File: src/rtl/door_sequencer_if.sv
// Signal bundle between the car-door sequencer and its controller: timebase and
// request inputs to the sequencer, motor commands and door status back.
interface door_sequencer_if;
    logic       tick;
    logic       open_req;
    logic       close_btn;
    logic       obstruct;
    logic       car_moving;
    logic       door_open_drv;
    logic       door_close_drv;
    logic       door_closed;
    logic [1:0] state;

    modport master (
        output tick, open_req, close_btn, obstruct, car_moving,
        input  door_open_drv, door_close_drv, door_closed, state
    );

    modport slave (
        input  tick, open_req, close_btn, obstruct, car_moving,
        output door_open_drv, door_close_drv, door_closed, state
    );
endinterface

File: src/rtl/door_sequencer.sv
// Elevator car-door sequencer: Moore FSM paced by a one-cycle tick strobe, with
// obstruction/call reopen, close-button shortcut and a car-moving open interlock.
module door_sequencer #(
    parameter int OPEN_TICKS  = 3,
    parameter int HOLD_TICKS  = 5,
    parameter int CLOSE_TICKS = 3,
    parameter int TW          = 4
) (
    input  logic            clk,
    input  logic            rst,
    door_sequencer_if.slave bus
);

    typedef enum logic [1:0] {
        CLOSED  = 2'b00,
        OPENING = 2'b01,
        HOLD    = 2'b10,
        CLOSING = 2'b11
    } state_t;

    localparam logic [TW-1:0] OPEN_LAST  = TW'(OPEN_TICKS - 1);
    localparam logic [TW-1:0] HOLD_LAST  = TW'(HOLD_TICKS - 1);
    localparam logic [TW-1:0] CLOSE_LAST = TW'(CLOSE_TICKS - 1);

    state_t        state;
    logic [TW-1:0] cnt;

    // cnt holds the number of ticks already seen in the current state; the last
    // tick of a timed state moves on instead of incrementing, so cnt never wraps.
    always_ff @(posedge clk) begin
        if (!rst) begin
            state <= CLOSED;
            cnt   <= '0;
        end else begin
            // NOTE: state registers use non-blocking assignments so every branch
            // below sees the pre-edge values of state and cnt.
            unique case (state)
                CLOSED: begin
                    cnt <= '0;
                    if (bus.open_req && !bus.car_moving)
                        state <= OPENING;
                end
                OPENING: begin
                    if (bus.tick) begin
                        if (cnt == OPEN_LAST) begin
                            state <= HOLD;
                            cnt   <= '0;
                        end else begin
                            cnt <= cnt + 1'b1;
                        end
                    end
                end
                HOLD: begin
                    if (bus.obstruct || bus.open_req) begin
                        cnt <= '0;
                    end else if (bus.close_btn) begin
                        state <= CLOSING;
                        cnt   <= '0;
                    end else if (bus.tick) begin
                        if (cnt == HOLD_LAST) begin
                            state <= CLOSING;
                            cnt   <= '0;
                        end else begin
                            cnt <= cnt + 1'b1;
                        end
                    end
                end
                CLOSING: begin
                    // A tick coinciding with a reopen is dropped; the reopen is a full travel.
                    if (bus.obstruct || bus.open_req) begin
                        state <= OPENING;
                        cnt   <= '0;
                    end else if (bus.tick) begin
                        if (cnt == CLOSE_LAST) begin
                            state <= CLOSED;
                            cnt   <= '0;
                        end else begin
                            cnt <= cnt + 1'b1;
                        end
                    end
                end
                default: begin
                    state <= CLOSED;
                    cnt   <= '0;
                end
            endcase
        end
    end

    // Pure decode of the state register: no input reaches an output combinationally.
    assign bus.state          = state;
    assign bus.door_open_drv  = (state == OPENING);
    assign bus.door_close_drv = (state == CLOSING);
    assign bus.door_closed    = (state == CLOSED);

endmodule

File: src/flat_wrapper.sv
// flat-port wrapper written by rule: the top's interface ports become plain ports
module door_sequencer_flat 
#(
    parameter int OPEN_TICKS  = 3,
    parameter int HOLD_TICKS  = 5,
    parameter int CLOSE_TICKS = 3,
    parameter int TW          = 4
)
  (clk, rst, bus_tick, bus_open_req, bus_close_btn, bus_obstruct, bus_car_moving, bus_door_open_drv, bus_door_close_drv, bus_door_closed, bus_state);
  door_sequencer_if bus_i ();
  input  logic clk;
  input  logic rst;
  input wire logic [$bits(bus_i.tick)-1:0] bus_tick;
  input wire logic [$bits(bus_i.open_req)-1:0] bus_open_req;
  input wire logic [$bits(bus_i.close_btn)-1:0] bus_close_btn;
  input wire logic [$bits(bus_i.obstruct)-1:0] bus_obstruct;
  input wire logic [$bits(bus_i.car_moving)-1:0] bus_car_moving;
  output wire logic [$bits(bus_i.door_open_drv)-1:0] bus_door_open_drv;
  output wire logic [$bits(bus_i.door_close_drv)-1:0] bus_door_close_drv;
  output wire logic [$bits(bus_i.door_closed)-1:0] bus_door_closed;
  output wire logic [$bits(bus_i.state)-1:0] bus_state;
  assign bus_i.tick = bus_tick;
  assign bus_i.open_req = bus_open_req;
  assign bus_i.close_btn = bus_close_btn;
  assign bus_i.obstruct = bus_obstruct;
  assign bus_i.car_moving = bus_car_moving;
  assign bus_door_open_drv = bus_i.door_open_drv;
  assign bus_door_close_drv = bus_i.door_close_drv;
  assign bus_door_closed = bus_i.door_closed;
  assign bus_state = bus_i.state;
  door_sequencer #(.OPEN_TICKS(OPEN_TICKS), .HOLD_TICKS(HOLD_TICKS), .CLOSE_TICKS(CLOSE_TICKS), .TW(TW)) u_core (.clk(clk), .rst(rst), .bus(bus_i));
endmodule
File: config.mk
export PLATFORM = sky130hd
export DESIGN_NAME = door_sequencer_flat
export DESIGN_NICKNAME = d
export VERILOG_FILES = /design/src/rtl/door_sequencer_if.sv /design/src/rtl/door_sequencer.sv /design/src/flat_wrapper.sv
export SDC_FILE = /design/constraint.sdc
export NUM_CORES = 1
export LEC_CHECK = 0
export ABC_AREA = 1
export BUFFER_PORTS_ARGS = -buffer_cell sky130_fd_sc_hd__buf_2
export CAP_MARGIN = 40
export CORE_MARGIN = 2
export CORE_UTILIZATION = 40
export CTS_BUF_LIST = sky130_fd_sc_hd__clkbuf_16
export DETAILED_ROUTE_END_ITERATION = 10
export PLACE_DENSITY_LB_ADDON = 0.08
export SYNTH_ARGS = -nofsm -noshare
export SYNTH_HDL_FRONTEND = slang
export SYNTH_SLANG_ARGS = --single-unit
export TNS_END_PERCENT = 30
File: constraint.sdc
create_clock -name clk -period 1.85 [get_ports clk]
set_clock_uncertainty 0.1 [all_clocks]
set_input_delay 0.37 -clock clk [delete_from_list [all_inputs] [get_ports clk]]
set_output_delay 0.37 -clock clk [all_outputs]
set_load 0.01 [all_outputs]
==> impl_metrics.env <==
export IMPL_whs_endpoint="u_core.cnt[2]"
export IMPL_viasPerCell=5.09
export IMPL_rows=13
export IMPL_final_area_um2=698
export IMPL_num_vias=590
export IMPL_cts_tree="done"
export IMPL_ys_async_sr_fraction_pct=0
export IMPL_numCtsBuffers=3
export IMPL_routed_wl_um=1250
export IMPL_die_y_um=40.8
export IMPL_crit_fanout=7
export IMPL_finalSetupTns_ns=0
export IMPL_first_pass_iters=4
export IMPL_yosys_warnings=0
export IMPL_detail_route_wl_per_cell_um=10.8
export IMPL_placed_area_um2=623
export IMPL_cellPowerDensity_nw_per_um2=1130
export IMPL_cpMaxStageDelayCell="dfxtp_1"
export IMPL_grt_start_max_net_pins=8
export IMPL_synth_ff_type="dfxtp_1"
export IMPL_die_w_um=40.8
export IMPL_slew_headroom_pct=85.5
export IMPL_vdd_drop_max_uv=843
export IMPL_ys_seq_area_share_pct=22.2
export IMPL_hp_start="rst"
export IMPL_cts_hold_buf=0
export IMPL_syn_nets=100
export IMPL_clk_pin_slew_ns=0.03
export IMPL_antenna_found_initial=0
export IMPL_rsz0062_at_grt="no"
export IMPL_rrSetupSlack_ns=0.29
export IMPL_cts_root_buf="clkbuf_16"
export IMPL_grt_ovfl_total=0
export IMPL_drive_gt1_share_pct=21.8
export IMPL_reg2reg_depth=10
export IMPL_grt_pass1_vias=528
export IMPL_synth_top_area_share_pct=22.2
export IMPL_critPathLaunchType="flop"
export IMPL_pre_cts_ws_ns=0.318
export IMPL_cts_sinks=6
export IMPL_min_period_ns=1.59
export IMPL_critPathKind="reg -> out"
export IMPL_io_buffers=11
export IMPL_finalSetupViolCount=0
export IMPL_nets=117
export IMPL_track_usage_pct=18.7
export IMPL_synth_seq_cells=6
export IMPL_crit_arrival_ns=1.12
export IMPL_syn_inst=86
export IMPL_area_delta_synth_final_pct=28.9
export IMPL_holdPathStages=3
export IMPL_final_cell_count_no_fill=116
export IMPL_status="completed"
export IMPL_start_util_pct=42.2
export IMPL_ant_nets=0
export IMPL_r2r_end="u_core.cnt[1]"
export IMPL_cp_required_ns=1.38
export IMPL_setup_ws_ns=0.256
export IMPL_avgSynthCellArea_um2=6.30
export IMPL_r2r_start="u_core.bus.state[0]"
export IMPL_dieArea_um2=1660
export IMPL_cts_resized=0
export IMPL_slew_violations=0
export IMPL_synth_cells_most_frequent="24 x nand2_1, 16 x inv_1, 13 x nand3_1, 7 x ha_1"
export IMPL_total_power_uw=790
export IMPL_yosysMostFrequentCell="nand2_1"
export IMPL_h_tree_depth=1
export IMPL_drc=0
export IMPL_ios=12
export IMPL_endpoint_kind="primary output"
export IMPL_synth_edff_count=0
export IMPL_dp_cells=113
export IMPL_syn_cell_area_um2=542
export IMPL_p_leak_uw=0.000345
export IMPL_min_path_type="in -> reg"
export IMPL_ys_types=15
export IMPL_clk_latency_ns=0.23
export IMPL_crit_chain="inv_1, ha_1, buf_2"
export IMPL_postCtsSetupBuffers=0
export IMPL_fmax_mhz=627
export IMPL_clockBufferDepth=2
export IMPL_hold_violations=0
export IMPL_hpwl_um=953
export IMPL_period_share_pct=86.1
export IMPL_drt_iter0_drc=23
export IMPL_yosysTopAreaCell="dfxtp_1"
export IMPL_ys_top_cells_by_area="dfxtp_1 22%, nand2_1 17%, ha_1 16%, nand3_1 12%, inv_1 11%"
export IMPL_gp_congestion=0.747
export IMPL_tightest_slew_ns=0.218
export IMPL_core_area_um2=1280
export IMPL_n_antenna_cell=0
export IMPL_cpPeakStageDelay_ns=0.42
export IMPL_grt_pass1_wl_um=2020
export IMPL_drv_cap=0
[cell type report]
type | count | area [um2]
clock buffers | 3 | 75.1
fillers | 142 | 587
inverters | 16 | 60.1
multi-input cells | 64 | 362
flip-flops and latches | 6 | 120
well taps | 15 | 18.8
repair buffers | 12 | 62.6
[metrics by stage]
stage	utilization, %	hold slack [ns]
global route	54.3	0.316
floorplan	-	0.392
global placement	48.5	0.413
detailed placement	48.5	0.428
CTS	54.3	0.300
finish	54.3	0.302
[report_power, final]
group	internal (uW)	leakage [uW]	switching, uW
combinational	104	0.000259	171
sequential	146	0.0000486	21.7
clock	277	0.0000370	69.8
[flip-flops by register name, summed over array words and instances (netlist names)]
signal	count
u_core.bus.state	2
u_core.cnt	4
[routing by layer]
metal	part of all wire [%]	routed length, um	vias to the layer above	global-route usage [%]
met5	0	0	-	0
met4	1.1	14	0	8.33
met3	7.5	94	2	5.98
met2	46	578	23	30.1
met1	45	559	258	22.2
li1	-	-	307	-
[kinds of logic after synthesis]
kind of cell / share of synthesized area, %
buffers and inverters: 11.1
AO/OA/AOI/OAI: 12.9
flip-flops: 22.2
AND/OR/NAND/NOR: 37.6
adder cells (fa/ha/maj): 16.2
[worst max path at each step]
stage                        startpoint                   to  slack [ns]  cells past startpoint
floorplan           u_core.bus.state[0]  u_core.bus.state[0]        0.35                      8
global placement    u_core.bus.state[0]  u_core.bus.state[0]        0.32                      8
detailed placement  u_core.bus.state[0]  u_core.bus.state[1]        0.32                      8
CTS                 u_core.bus.state[0]      bus_door_closed        0.24                      3
global route        u_core.bus.state[0]  u_core.bus.state[1]        0.12                      7
finish              u_core.bus.state[0]      bus_door_closed        0.26                      3
[cells in the final DEF, fill, tap and decap left out]
master	count
buf_4	1
dfxtp_1	6
a21oi_2	1
nor2_1	1
o21ai_2	1
ha_1	7
nand3_1	13
nand2_2	2
o211ai_1	1
nand4_1	1
clkbuf_16	3
o21ai_0	3
a21oi_1	6
nor2_2	3
buf_2	11
inv_1	16
nand2_1	24
nand3b_1	1
[worst max-delay path, delay by kind of cell, from the launching register on]
kind | cells | cell delay (ns)
fa+ha+maj | 1 | 0.23
buf+inv | 2 | 0.23
flops | 1 | 0.42
No activity file was read; power rests on OpenSTA's default activity.
